**src/rtl/adder_golden.sv**
```systemverilog
// Golden reference for the adder under test.
// Recomputes A + B + Cin at WIDTH+1 bits (zero-extended) and flags any
// difference from the observed {carry, sum}. Purely combinational.
// Ports:
//   a, b      in  WIDTH  operands applied to the adder
//   cin       in  1      carry-in applied to the adder
//   sum       in  WIDTH  observed adder sum
//   carry     in  1      observed adder carry-out
//   mismatch  out 1      observed result differs from the reference
module adder_golden #(
  parameter int unsigned WIDTH = 8
) (
  input  logic [WIDTH-1:0] a,
  input  logic [WIDTH-1:0] b,
  input  logic             cin,
  input  logic [WIDTH-1:0] sum,
  input  logic             carry,
  output logic             mismatch
);

  logic [WIDTH:0] golden;

  always_comb begin
    golden   = {1'b0, a} + {1'b0, b} + {{WIDTH{1'b0}}, cin};
    mismatch = ({carry, sum} != golden);
  end

endmodule

```
**config.mk**
```make
export PLATFORM = sky130hd
export DESIGN_NAME = adder_golden
export DESIGN_NICKNAME = d
export VERILOG_FILES = /design/src/rtl/adder_golden.sv
export SDC_FILE = /design/constraint.sdc
export NUM_CORES = 1
export LEC_CHECK = 0
export ABC_AREA = 1
export ABC_CLOCK_PERIOD_IN_PS = 6700
export CAP_MARGIN = 10
export CORE_AREA = 5 5 42 44
export DETAILED_ROUTE_END_ITERATION = 7
export DIE_AREA = 0 0 47 49
export DONT_BUFFER_PORTS = 1
export GPL_ROUTABILITY_DRIVEN = 1
export PLACE_DENSITY_LB_ADDON = 0.2
export SLEW_MARGIN = 20
export SYNTH_ARGS = -nofsm -noshare
export SYNTH_HDL_FRONTEND = slang
export SYNTH_SLANG_ARGS = --single-unit
```
**constraint.sdc**
```tcl
create_clock -name vclk -period 6.7
set_input_delay 1.34 -clock vclk [all_inputs]
set_output_delay 1.34 -clock vclk [all_outputs]
set_load 0.01 [all_outputs]
```
==> results of run 1 <==
-- layer usage --
metal / GRT usage / up-vias
li1: - / 311
met1: 0.135 / 220
met2: 0.161 / 11
met3: 0.00738 / 0
met4: 0 / 0
met5: 0 / -
-- synthesized netlist by cell type --
library cell | number | area [um2]
a21oi_1 | 3 | 15.0
a21oi_2 | 1 | 8.76
clkinv_1 | 1 | 3.75
fa_1 | 2 | 40.0
ha_1 | 7 | 87.6
inv_1 | 16 | 60.1
inv_2 | 1 | 3.75
nand2_1 | 35 | 131
nand2_2 | 4 | 25.0
nand3_1 | 12 | 60.1
nand3_2 | 1 | 10.0
nand3b_1 | 1 | 7.51
nor2_1 | 9 | 33.8
o21a_1 | 1 | 7.51
xnor2_1 | 4 | 35.0
xor2_1 | 3 | 26.3
-- area by class of cell --
class / count / area share
Tap cell: 16 / 0.0348
Inverter: 18 / 0.117
Multi-Input combinational cell: 83 / 0.848
-- worst min-delay path, cell delays in order --
cell	delay (ns)
nand3_1	0.05
nand2_1	0.06
inv_1	0.03
nand3_1	0.12
-- per-stage QoR --
step	instance area, um2	hold WS (ns)
after floorplan	556	2.93
after global placement	576	2.95
after detailed placement	576	2.95
after CTS	576	2.95
after global routing	576	2.97
final	576	2.95
-- kinds of logic (layout without fill, tap and decap cells) --
kind of cell	after synthesis	in the layout
AO/OA/AOI/OAI	5	5
adder cells (fa/ha/maj)	9	9
AND/OR/NAND/NOR	62	62
XOR/XNOR	7	7
buffers and inverters	18	18
-- worst paths after layout --
check,start,end,slack (ns),depth (start not counted)
worst max-delay path,a[0],mismatch,2.40,10
worst min-delay path,carry,mismatch,2.95,4
-- power by group through the flow --
stage / Sequential [mW] / Clock [mW] / Combinational, mW
floorplan: 0 / 0 / 0.0440
global placement: 0 / 0 / 0.0498
detailed placement: 0 / 0 / 0.0508
CTS: 0 / 0 / 0.0510
global route: 0 / 0 / 0.0591
finish: 0 / 0 / 0.0507
==> metrics.yaml, run 1 <==
final_layout:
  drive_above_1_share: 0.0693
  nets: 138
  nFillCells: 178
  postLayoutCoreUtil: 0.411
  layout_commonest_cell: "nand2_1"
  multi_input_area_um2: 488
  n_clock_buffer: 0
  fin_cells: 117
  syn_to_final_growth_pct: 3.60
  seq_cells: 0
  n_antenna_cell: 0
  layout_common_cells: "35 x nand2_1, 16 x inv_1, 12 x nand3_1, 9 x nor2_1, 7 x ha_1"
  seqCellArea_um2: 0
global_route:
  grt_pass1_vias: 477
  antenna_found_initial: 0
  grt_pass1_wl_um: 1810
  grt.total_usage: 0.0949
  grt_overflow: 0
  grt_max_degree: 7
cts:
  postCtsSetupBuffers: 0
  post_cts_resized: 0
  cts-hold-fix-buffers: 0
yosys:
  synth_top_family_by_area: "simple AND/OR/NAND/NOR gates"
  synth_compound_area_frac: 0.0563
  synthSimpleGateAreaFrac: 0.482
  synthMuxAreaShare: 0
  synth_area_um2: 556
  synth_fa_ha_area_frac: 0.230
  synth.distinct_cells: 16
  synthCells: 101
  synth_seq_area_share: 0
  synth_warnings: 0
  synth-xor-area-share: 0.110
  syn_area_per_cell_um2: 5.50
  synth_nets: 136
worst_setup_path:
  crit_top_cell: "nand2_1"
  path_class: "in2out"
  path_buf_inv: 0
  critPathRequiredTime_ns: 5.36
  arrival_ns: 2.96
  path_cells: "fa_1 > fa_1 > nand2_1 > nand2_2 > nand3_1 > nand2_1 > nor2_1 > nand2_1 > nor2_1 > nand3_1"
  start_kind: "input port"
  cp_top_family: "adder cells"
  cp-end-kind: "primary output"
  cpPeakStageDelay_ns: 0.45
  path_max_fanout: 4
  cp_slowest_cell: "fa_1"
floorplanning:
  die_x_um: 47
  start_util: 0.396
  boundaryPins: 27
  rows: 14
  coreArea_mm2: 0.00140
  design.die.area_mm2: 0.00230
  die_height_um: 49
timing:
  fmax_ghz: 0.233
  hold_viol: 0
  finalCritPeriodShare: 0.641
  setup_ws_ns: 2.40
  setup_viol: 0
  slew_headroom: 0.878
  rsz0062_at_grt: "no"
  worst_pin_slew_ns: 0.182
  period_needed_ns: 4.30
  setup_tns_ns: 0
  maxSlewViolCount: 0
power:
  combinationalPowerShare: 1.000
  swShare: 0.573
  p_total_mw: 0.0507
  p_leak_nw: 0.336
  clkPwrFrac: 0
  seqPwrFrac: 0
  vdd_drop_max_uv: 30.2
  p_int_mw: 0.0217
  power.density_mw_per_mm2: 88.0
  p_sw_mw: 0.0290
routing:
  num_vias: 542
  ant_nets: 0
  viasPerCell: 4.63
  finalWirelength_um: 1120
  wl_met2_um: 528
  dr_wl_met3_um: 68
  drt-initial-drc-count: 8
  firstDrtPassIters: 4
  wl_per_cell_um: 9.54
  remaining_drc_errors: 0
  wl_met1_um: 519
  highest_layer: "met3"
place:
  dpl.hpwl_um: 1030
  placedCellCount: 117
  io_buffers: 0
  post-place-ws_ns: 2.39
  gp_congestion: 0.762
run:
  drv_cap: 0
outcome:
  outcome: "finished clean"
worst_hold_path:
  hp-class: "in2out"
Power figures use the tool's default switching activity.
==> run 2: changes to the inputs <==
Settings changed: ABC_CLOCK_PERIOD_IN_PS 6700 to 4500.
Clock period 6.7 ns to 4.5 ns, I/O delays scaled along.
==> metrics.yaml, run 2 (synthesis results as in run 1) <==
worst_setup_path:
  start_kind: "input port"
  path_class: "in2out"
  cp-end-kind: "primary output"
  path_max_fanout: 4  # unchanged
  critPathRequiredTime_ns: 3.60  # -1.76 ns
  arrival_ns: 2.53  # -0.43 ns
timing:
  slew_headroom: 0.873  # -0.00539
  maxSlewViolCount: 0  # unchanged
  setup_tns_ns: 0  # unchanged
  hold_viol: 0  # unchanged
  period_needed_ns: 3.43
  setup_viol: 0  # unchanged
  worst_pin_slew_ns: 0.191  # +0.00940 ns
  finalCritPeriodShare: 0.763
  fmax_ghz: 0.291
  rsz0062_at_grt: "no"
routing:
  finalWirelength_um: 1110  # -0.54%
  wl_per_cell_um: 9.49  # -0.54%
  num_vias: 553  # +2.0%
  ant_nets: 0  # unchanged
  remaining_drc_errors: 0  # unchanged
  viasPerCell: 4.73  # +2.0%
  firstDrtPassIters: 4  # unchanged
  drt-initial-drc-count: 5  # -3
place:
  dpl.hpwl_um: 1030  # about the same
  gp_congestion: 0.762  # about the same
  dpl_cell_area_um2: 576  # unchanged
  io_buffers: 0  # unchanged
  placedCellCount: 117  # unchanged
final_layout:
  drive_above_1_share: 0.0693  # unchanged
  layout_commonest_cell: "nand2_1"
  nFillCells: 175  # -1.7%
  seq_cells: 0  # unchanged
  syn_to_final_growth_pct: 3.60  # unchanged
  fin_cells: 117  # unchanged
  seqCellArea_um2: 0  # unchanged
  n_clock_buffer: 0  # unchanged
  stdcell_area_um2: 576  # unchanged
  postLayoutCoreUtil: 0.411  # unchanged
  multi_input_area_um2: 488  # unchanged
  layout_common_cells: "35 x nand2_1, 16 x inv_1, 12 x nand3_1, 9 x nor2_1, 7 x ha_1"
  nets: 138  # unchanged
  n_antenna_cell: 0  # unchanged
global_route:
  antenna_found_initial: 0  # unchanged
  grt_overflow: 0  # unchanged
  grt_pass1_wl_um: 1860  # +3.1%
  grt.total_usage: 0.0977  # +0.00281
  grt_pass1_vias: 481  # +0.84%
  grt_max_degree: 7  # unchanged
floorplanning:
  design.die.area_mm2: 0.00230  # unchanged
  boundaryPins: 27  # unchanged
  die_x_um: 47  # unchanged
  start_util: 0.396  # unchanged
  die_height_um: 49  # unchanged
  coreArea_mm2: 0.00140  # unchanged
  rows: 14  # unchanged
power:
  power.density_mw_per_mm2: 131  # +49%
  vdd_drop_max_uv: 46.9  # +55%
  p_leak_nw: 0.336  # unchanged
run:
  drv_cap: 0  # unchanged
worst_hold_path:
  hp-class: "in2out"
cts:
  cts-hold-fix-buffers: 0  # unchanged
  postCtsSetupBuffers: 0  # unchanged
  post_cts_resized: 0  # unchanged
outcome:
  outcome: "finished clean"
run 2: per-layer routing:
layer  up-vias  GRT usage  wire [um]
met3         0    0.00738         68
met4         0          0          0
met5         -          0          0
met2        11      0.163        526
met1       229      0.142        515
li1        313          -          -
run 2: worst max-delay path, stage by stage:
cell	delay (ns)
fa_1	0.45
fa_1	0.41
nand2_1	0.09
nand2_2	0.08
nand3_1	0.09
nand2_1	0.06
nor2_1	0.12
nand2_1	0.06
nor2_1	0.12
nand3_1	0.14
run 2: final timing paths:
kind / cells past startpoint / end / start / slack [ns]
worst max-delay path: 10 / mismatch / a[0] / 1.07
worst min-delay path: 4 / mismatch / carry / 2.07
run 2: where the power goes:
part	switching [mW]	internal (mW)
clock network	0	0
logic	0.0431	0.0323
registers	0	0
run 2: final cells by class:
cell class | count | area share
multi-input combinational | 83 | 0.848
tap | 16 | 0.0348
inverter | 18 | 0.117
run 2: metrics by stage:
stage | power (mW) | setup slack (ns) | hold slack [ns]
2_1_floorplan | 0.0656 | 1.24 | 2.05
3_3_place_gp | 0.0742 | 1.07 | 2.07
3_5_place_dp | 0.0756 | 1.06 | 2.07
4_1_cts | 0.0760 | 1.06 | 2.07
5_1_grt | 0.0882 | 0.949 | 2.09
6_report | 0.0754 | 1.07 | 2.07
